===== src/rtl/stall_ctrl.sv =====
// Stall controller: arbitrates jump/branch/RAW stall requests into PC, IF/ID and ID/EX controls.
// Optional STALL_CTRL_PERF_EN adds saturating per-state cycle counters.
module stall_ctrl #(
    parameter int B_STALL_CYCLES = 3,
    parameter int J_STALL_CYCLES = 1,
    parameter int RAW_MAX_CYCLES = 3,
    parameter int CNT_W          = 4
) (
    input  logic       CLK,
    input  logic       RST,
    input  logic       stall_J,
    input  logic       stall_B,
    input  logic       stall_RAW,
    output logic       PC_write,
    output logic       IFID_write,
    output logic       IFID_flush,
    output logic       IDEX_bubble,
    output logic       raw_timeout,
    output logic [1:0] state_out
`ifdef STALL_CTRL_PERF_EN
    ,
    output logic [31:0] perf_raw_cycles,
    output logic [31:0] perf_br_cycles,
    output logic [31:0] perf_jmp_cycles
`endif
);

    typedef enum logic [1:0] {
        ST_IDLE = 2'b00,
        ST_RAW  = 2'b01,
        ST_BR   = 2'b10,
        ST_JMP  = 2'b11
    } state_t;

    // A zero-length stall would never leave its state, so zero loads as one.
    localparam logic [CNT_W-1:0] B_LOAD   = CNT_W'((B_STALL_CYCLES == 0) ? 1 : B_STALL_CYCLES);
    localparam logic [CNT_W-1:0] J_LOAD   = CNT_W'((J_STALL_CYCLES == 0) ? 1 : J_STALL_CYCLES);
    localparam logic [CNT_W-1:0] RAW_LOAD = CNT_W'((RAW_MAX_CYCLES == 0) ? 1 : RAW_MAX_CYCLES);

    state_t           state_reg, state_next;
    logic [CNT_W-1:0] cnt_reg, cnt_next;
    logic             raw_timeout_reg, raw_timeout_next;

    always_ff @(posedge CLK) begin
        if (RST) begin
            state_reg       <= ST_IDLE;
            cnt_reg         <= '0;
            raw_timeout_reg <= 1'b0;
        end else begin
            state_reg       <= state_next;
            cnt_reg         <= cnt_next;
            raw_timeout_reg <= raw_timeout_next;
        end
    end

    always_comb begin
        state_next       = state_reg;
        cnt_next         = cnt_reg;
        raw_timeout_next = 1'b0;
        case (state_reg)
            ST_IDLE, ST_RAW: begin
                if (stall_J) begin
                    state_next = ST_JMP;
                    cnt_next   = J_LOAD;
                end else if (stall_B) begin
                    state_next = ST_BR;
                    cnt_next   = B_LOAD;
                end else if (state_reg == ST_IDLE) begin
                    if (stall_RAW) begin
                        state_next = ST_RAW;
                        cnt_next   = RAW_LOAD;
                    end
                end else if (!stall_RAW) begin
                    state_next = ST_IDLE;
                    cnt_next   = '0;
                end else if (cnt_reg <= CNT_W'(1)) begin
                    // Watchdog expired: drop the stall and flag it for one cycle.
                    state_next       = ST_IDLE;
                    cnt_next         = '0;
                    raw_timeout_next = 1'b1;
                end else begin
                    cnt_next = cnt_reg - CNT_W'(1);
                end
            end
            ST_BR, ST_JMP: begin
                if (cnt_reg <= CNT_W'(1)) begin
                    state_next = ST_IDLE;
                    cnt_next   = '0;
                end else begin
                    cnt_next = cnt_reg - CNT_W'(1);
                end
            end
            default: begin
                state_next = ST_IDLE;
                cnt_next   = '0;
            end
        endcase
    end

    always_comb begin
        PC_write    = 1'b1;
        IFID_write  = 1'b1;
        IFID_flush  = 1'b0;
        IDEX_bubble = 1'b0;
        case (state_reg)
            ST_RAW: begin
                PC_write    = 1'b0;
                IFID_write  = 1'b0;
                IDEX_bubble = 1'b1;
            end
            ST_BR: begin
                PC_write    = 1'b0;
                IFID_flush  = 1'b1;
                IDEX_bubble = 1'b1;
            end
            ST_JMP: begin
                IFID_flush  = 1'b1;
            end
            default: begin
            end
        endcase
    end

    assign raw_timeout = raw_timeout_reg;
    assign state_out   = state_reg;

`ifdef STALL_CTRL_PERF_EN
    // Counter gi tracks the state encoded as gi+1 (RAW, BR, JMP).
    for (genvar gi = 0; gi < 3; gi++) begin : g_perf
        localparam logic [1:0] MY_STATE = 2'(gi + 1);
        logic [31:0] cnt_perf_reg;
        always_ff @(posedge CLK) begin
            if (RST) begin
                cnt_perf_reg <= '0;
            end else if (state_reg == MY_STATE && cnt_perf_reg != 32'hFFFF_FFFF) begin
                cnt_perf_reg <= cnt_perf_reg + 32'd1;
            end
        end
    end

    assign perf_raw_cycles = g_perf[0].cnt_perf_reg;
    assign perf_br_cycles  = g_perf[1].cnt_perf_reg;
    assign perf_jmp_cycles = g_perf[2].cnt_perf_reg;
`endif

endmodule


===== config.mk =====
export PLATFORM = sky130hd
export DESIGN_NAME = stall_ctrl
export DESIGN_NICKNAME = d
export VERILOG_FILES = /design/src/rtl/stall_ctrl.sv
export SDC_FILE = /design/constraint.sdc
export NUM_CORES = 1
export LEC_CHECK = 0
export CORE_AREA = 5 5 42 44
export CTS_CLUSTER_DIAMETER = 120
export DETAILED_ROUTE_END_ITERATION = 12
export DIE_AREA = 0 0 47 49
export REMOVE_ABC_BUFFERS = 1
export SLEW_MARGIN = 40
export SYNTH_ARGS = -nofsm -noshare
export SYNTH_HDL_FRONTEND = slang
export SYNTH_SLANG_ARGS = --single-unit

===== constraint.sdc =====
create_clock -name CLK -period 4 [get_ports CLK]
set_input_delay 0.8 -clock CLK [delete_from_list [all_inputs] [get_ports CLK]]
set_output_delay 0.8 -clock CLK [all_outputs]
set_load 0.05 [all_outputs]

==> results of run 1 <==
[cell usage after synthesis, types with 2 or more instances]
| cell type | count |
|---|---|
| nor2b_1 | 2 |
| dfxtp_1 | 7 |
| o32ai_1 | 3 |
| a31oi_1 | 2 |
| o21ai_0 | 3 |
| nor2_1 | 5 |
| a21oi_1 | 3 |
| inv_1 | 10 |
| nand4_1 | 2 |
| o22ai_1 | 2 |
| nand2_1 | 3 |
| nor4_1 | 2 |
| ha_1 | 6 |
[layout make-up]
cell class	instances	area, um^2
Timing Repair Buffer	11	110
Clock buffer	3	22.5
Inverter	10	37.5
Fill cell	153	742
Clock inverter	1	5.00
Tap cell	16	20.0
Sequential cell	7	140
Multi-Input combinational cell	46	324
[worst min-delay path: cells and delay by family (launching register included)]
kind | cells | cell delay (ps)
and+or+nand+nor | 1 | 60
AOI/OAI and AO/OA | 1 | 60
DFF | 1 | 340
[per-stage QoR]
stage	instance area, um^2	power (W)	cells
2_1_floorplan	502	0.000222	63
3_3_place_gp	632	0.000275	90
3_5_place_dp	632	0.000274	90
4_1_cts	659	0.000342	94
5_1_grt	659	0.000362	94
6_report	659	0.000339	94
[final timing paths]
check	startpoint	to	slack, ps
setup / recovery	state_out[0]	IFID_flush	1030
hold / removal	cnt_reg[3]	cnt_reg[3]	510
setup reg to reg	state_out[0]	cnt_reg[0]	2280
hold reg to reg	cnt_reg[3]	cnt_reg[3]	510
[kinds of logic after synthesis]
group / Yosys count
AO/OA/AOI/OAI: 20
adder cells (fa/ha/maj): 6
buffers and inverters: 11
flip-flops: 7
AND/OR/NAND/NOR: 20
[power groups by stage]
stage                     clock network, W  registers (W)  logic [W]
after detailed placement                 0      0.0000907   0.000183
final                            0.0000663      0.0000893   0.000183
after global routing             0.0000722      0.0000911   0.000198
after global placement                   0      0.0000904   0.000184
after floorplan                          0       0.000102   0.000120
after CTS                        0.0000690      0.0000892   0.000184
[layout by cell type (no fill, tap or decap), types with 2 or more instances in the layout]
cell,count
clkbuf_4,3
nor2b_1,2
o21ai_0,3
nor4_1,2
o32ai_1,3
a31oi_1,2
clkdlybuf4s50_1,11
inv_1,10
nor2_1,5
a21oi_1,3
nand2_1,3
nand4_1,2
ha_1,6
dfxtp_1,7
o22ai_1,2
[per-layer routing]
layer,vias up,share of wire,global-route usage
li1,261,-,-
met1,233,0.47,0.129
met2,13,0.45,0.163
met3,4,0.055,0.0369
met4,0,0.028,0.0829
met5,-,0,0
==> results.yml, run 1 <==
status:
  status: "completed"
floorplan:
  die_area_mm2: 0.00230
  row_count: 14
  start_util: 0.362
  design.core.area_mm2: 0.00140
  die_w_um: 47
  die_h_um: 49
  num_io_pins: 12
global_route:
  grt_pass1_vias: 434
  grt-ovfl-total: 0
  grtUsageTotal: 0.112
  antenna_found_initial: 0
  grt_pass1_wl_um: 1870
  grt_max_degree: 10
timing:
  relSlewSlack: 0.658
  rsz0062_at_grt: "no"
  tns_ps: 0
  tightest_slew_ps: 512
  finalCritPeriodShare: 0.742
  hold_viol: 0
  fin_hold_ws_ps: 512
  drv_slew: 0
  finalSetupViolCount: 0
  fmax_mhz: 337
  finalClockSkew_ps: 10.3
  fin_ws_ps: 1030
  post-route-min-period_ps: 2970
power_and_ir_drop:
  p_comb_frac: 0.540
  ir_drop_mv: 0.306
  switching_power_w: 0.000157
  power_frac_seq: 0.264
  p_int_w: 0.000182
  p_per_area_mw_per_mm2: 514
  p_clk_frac: 0.196
  p_sw_frac: 0.463
  p_leak_nw: 0.271
critical_path:
  path_delay_family: "buffers and inverters"
  critPathMaxStageDelay_ps: 730
  startpoint_type: "flop"
  crit_top_cell: "inv_1"
  worst-path-stages: 5
  worstPathRequired_ps: 3200
  path_cells: "inv_1 -> ha_1 -> nor2_1 -> inv_1 -> clkdlybuf4s50_1"
  crit_fanout: 8
  crit_path_end_kind: "primary output"
  critPathBufInv: 3
  r2r_cells: 6
  cp_data_arrival_time_ps: 2170
  crit_slowest_cell: "clkdlybuf4s50_1"
  criticalPathCategory: "reg2out"
synth:
  async_flop_share: 0
  synth_top_flop_cell: "dfxtp_1"
  yosys.area_share.simple: 0.220
  synth_top_cell_by_area: "dfxtp_1"
  synthMuxAreaShare: 0
  synth_compound_area_frac: 0.272
  ys_seq_area_frac: 0.277
  synth.avg_cell_area_um2: 7.92
  ys_types: 27
  syn_area_um2: 507
  ys.warnings.count: 0
  syn_inst: 64
  synth-xor-area-share: 0
  synth-seq-cells: 7
  synth_fa_ha_area_frac: 0.148
  synth_edf_count: 0
  synth.area.top_cells: "dfxtp_1, ha_1, inv_1"
  yosysTopAreaCellShare: 0.277
  synth_top_family_by_area: "compound AO/OA/AOI/OAI gates"
cells_and_area:
  insertedDiodeCount: 0
  area_growth_pct: 30.1
  nets: 90
  layout-drive-gt1-share: 0.0897
  final_util: 0.471
  largest_reg_flops: 4
min_path:
  min_path_type: "reg2reg"
  min_path_cells: 2
clocking:
  clkSlewWorstSetupHoldPaths_ps: 60
  clock-root-buffer: "clkbuf_4"
  cts_max_path_buffers: 2
  cts_buffers: 3
  ctsHoldBuffers: 0
  post_cts_buffers: 0
  clk_latency_ps: 260
  cts_tree: "built"
  h-tree-depth: 1
  cts_sinks: 7
  cts_resized: 0
placement:
  dp_slack_ps: 1290
  portBuffers: 11
  dp_hpwl_um: 878
  gp_congestion: 0.807
drt:
  postRouteAntennaNets: 0
  routed-via-count: 511
  wire_per_inst_um: 12.1
  wirelength_um: 1140
  drt-initial-drc-count: 3
  first_pass_iters: 4
  viasPerCell: 5.44
  route.detailed.drc: 0
job:
  cap_violations: 0
(Power assumes the default switching activity.)
==> run 2: changes to the inputs <==
Clock period 4 ns to 2.9 ns, I/O delays scaled along.
==> run 2 against run 1 <==
Effect of this change: sequential share of layout area is 0.20 points lower; clock power is 41% higher; sequential power is 39% higher; setup slack worse by 600 ps; global-route usage is 1.3 points higher; highest routed layer unchanged.
==> results.yml, run 2 (same netlist as run 1, synthesis figures left out) <==
status:
  status: "completed"
cells_and_area:
  final_cell_area_um2: 666
  largest_reg_flops: 4
  seqCellArea_um2: 140
  insertedDiodeCount: 0
  num-fill-cells: 157
  multi_input_area_um2: 324
  final_cell_mix: "clkdlybuf4s50_1, inv_1, dfxtp_1"
  nets: 91
  final_common_cell: "clkdlybuf4s50_1"
  area_growth_pct: 31.4
  layout-drive-gt1-share: 0.0886
clocking:
  clkSlewWorstSetupHoldPaths_ps: 60
  cts_max_path_buffers: 2
  clk_latency_ps: 260
  post_cts_buffers: 0
  ctsHoldBuffers: 0
  h-tree-depth: 1
  cts_tree: "built"
  cts_resized: 0
  clock-root-buffer: "clkbuf_4"
  cts_buffers: 3
  cts_sinks: 7
critical_path:
  path_cells: "inv_1 -> ha_1 -> inv_1 -> clkdlybuf4s50_1"
  startpoint_type: "flop"
  crit_fanout: 5
  worstPathRequired_ps: 2320
  crit_slowest_cell: "clkdlybuf4s50_1"
  cp_data_arrival_time_ps: 1890
  crit_top_cell: "inv_1"
  criticalPathCategory: "reg2out"
  critPathMaxStageDelay_ps: 800
  crit_path_end_kind: "primary output"
  r2r_cells: 6
drt:
  wirelength_um: 1210
  route.detailed.drc: 0
  wire_per_inst_um: 12.7
  viasPerCell: 5.40
  routed-via-count: 513
  drt-initial-drc-count: 10
  first_pass_iters: 4
  postRouteAntennaNets: 0
power_and_ir_drop:
  p_per_area_mw_per_mm2: 716
  ir_drop_mv: 0.313
  p_sw_frac: 0.459
  p_clk_frac: 0.196
  switching_power_w: 0.000219
  power_w: 0.000477
  p_leak_nw: 0.273
  p_comb_frac: 0.544
  power_frac_seq: 0.260
  p_int_w: 0.000258
timing:
  finalSetupViolCount: 0
  fmax_mhz: 405
  post-route-min-period_ps: 2470
  rsz0062_at_grt: "no"
  tightest_slew_ps: 501
  hold_viol: 0
  finalCritPeriodShare: 0.852
  tns_ps: 0
  finalClockSkew_ps: 4.90
  relSlewSlack: 0.665
  fin_ws_ps: 428
  drv_slew: 0
global_route:
  grt_pass1_wl_um: 2100
  grt-ovfl-total: 0
  grtUsageTotal: 0.125
  antenna_found_initial: 0
  grt_max_degree: 10
  grt_pass1_vias: 484
floorplan:
  die_w_um: 47
  row_count: 14
  design.core.area_mm2: 0.00140
  start_util: 0.362
  num_io_pins: 12
  die_h_um: 49
  die_area_mm2: 0.00230
placement:
  gp_congestion: 0.830
  dp_slack_ps: 693
  dp_hpwl_um: 883
  place_area_um2: 639
  portBuffers: 11
min_path:
  min_path_type: "reg2reg"
  min_path_cells: 2
job:
  cap_violations: 0
## run 2: cell types whose count changed in the layout (fill, tap and decap cells not counted), sizes merged
| cell | previous run | this run |
|---|---|---|
| buf | 0 | 1 |
| clkbuf | 3 | 4 |
| clkinv | 1 | 0 |
## run 2: worst paths after layout
path	slack (ps)	from	endpoint
worst max register to register	1170	state_out[0]	cnt_reg[3]
worst min-delay path	520	cnt_reg[3]	cnt_reg[3]
worst min register to register	520	cnt_reg[3]	cnt_reg[3]
worst max-delay path	430	state_out[0]	PC_write
## run 2: worst max-delay path, delay by kind of cell (launching register included)
| kind | cells | cell delay, ps |
|---|---|---|
| buf+inv | 3 | 950 |
| flops | 1 | 390 |
| fa+ha+maj | 1 | 310 |
## run 2: power groups by stage
stage          clock network [W]  registers (W)  logic, W
6_report               0.0000935       0.000124  0.000259
5_1_grt                 0.000101       0.000127  0.000285
4_1_cts                0.0000976       0.000124  0.000261
3_5_place_dp                   0       0.000126  0.000259
3_3_place_gp                   0       0.000125  0.000258
2_1_floorplan                  0       0.000140  0.000166
## run 2: through the flow
step                std cells  hold slack [ps]   util
finish                     95              516  0.475
global route               95              562  0.475
CTS                        95              512  0.475
detailed placement         91              504  0.456
global placement           91              498  0.456
floorplan                  63              462      -
## run 2: layer usage
metal	GRT usage	vias to the layer above	wire length (um)
met3	0.0332	5	58
met4	0.0829	0	42
met2	0.152	14	494
met5	0	-	0
li1	-	266	-
met1	0.182	228	617
## run 2: area by class of cell
cell class                 count  area share
multi-input combinational     46       0.487
sequential                     7       0.211
timing repair buffer          12       0.177
inverter                      10      0.0564
clock buffer                   4      0.0395
tap                           16      0.0301
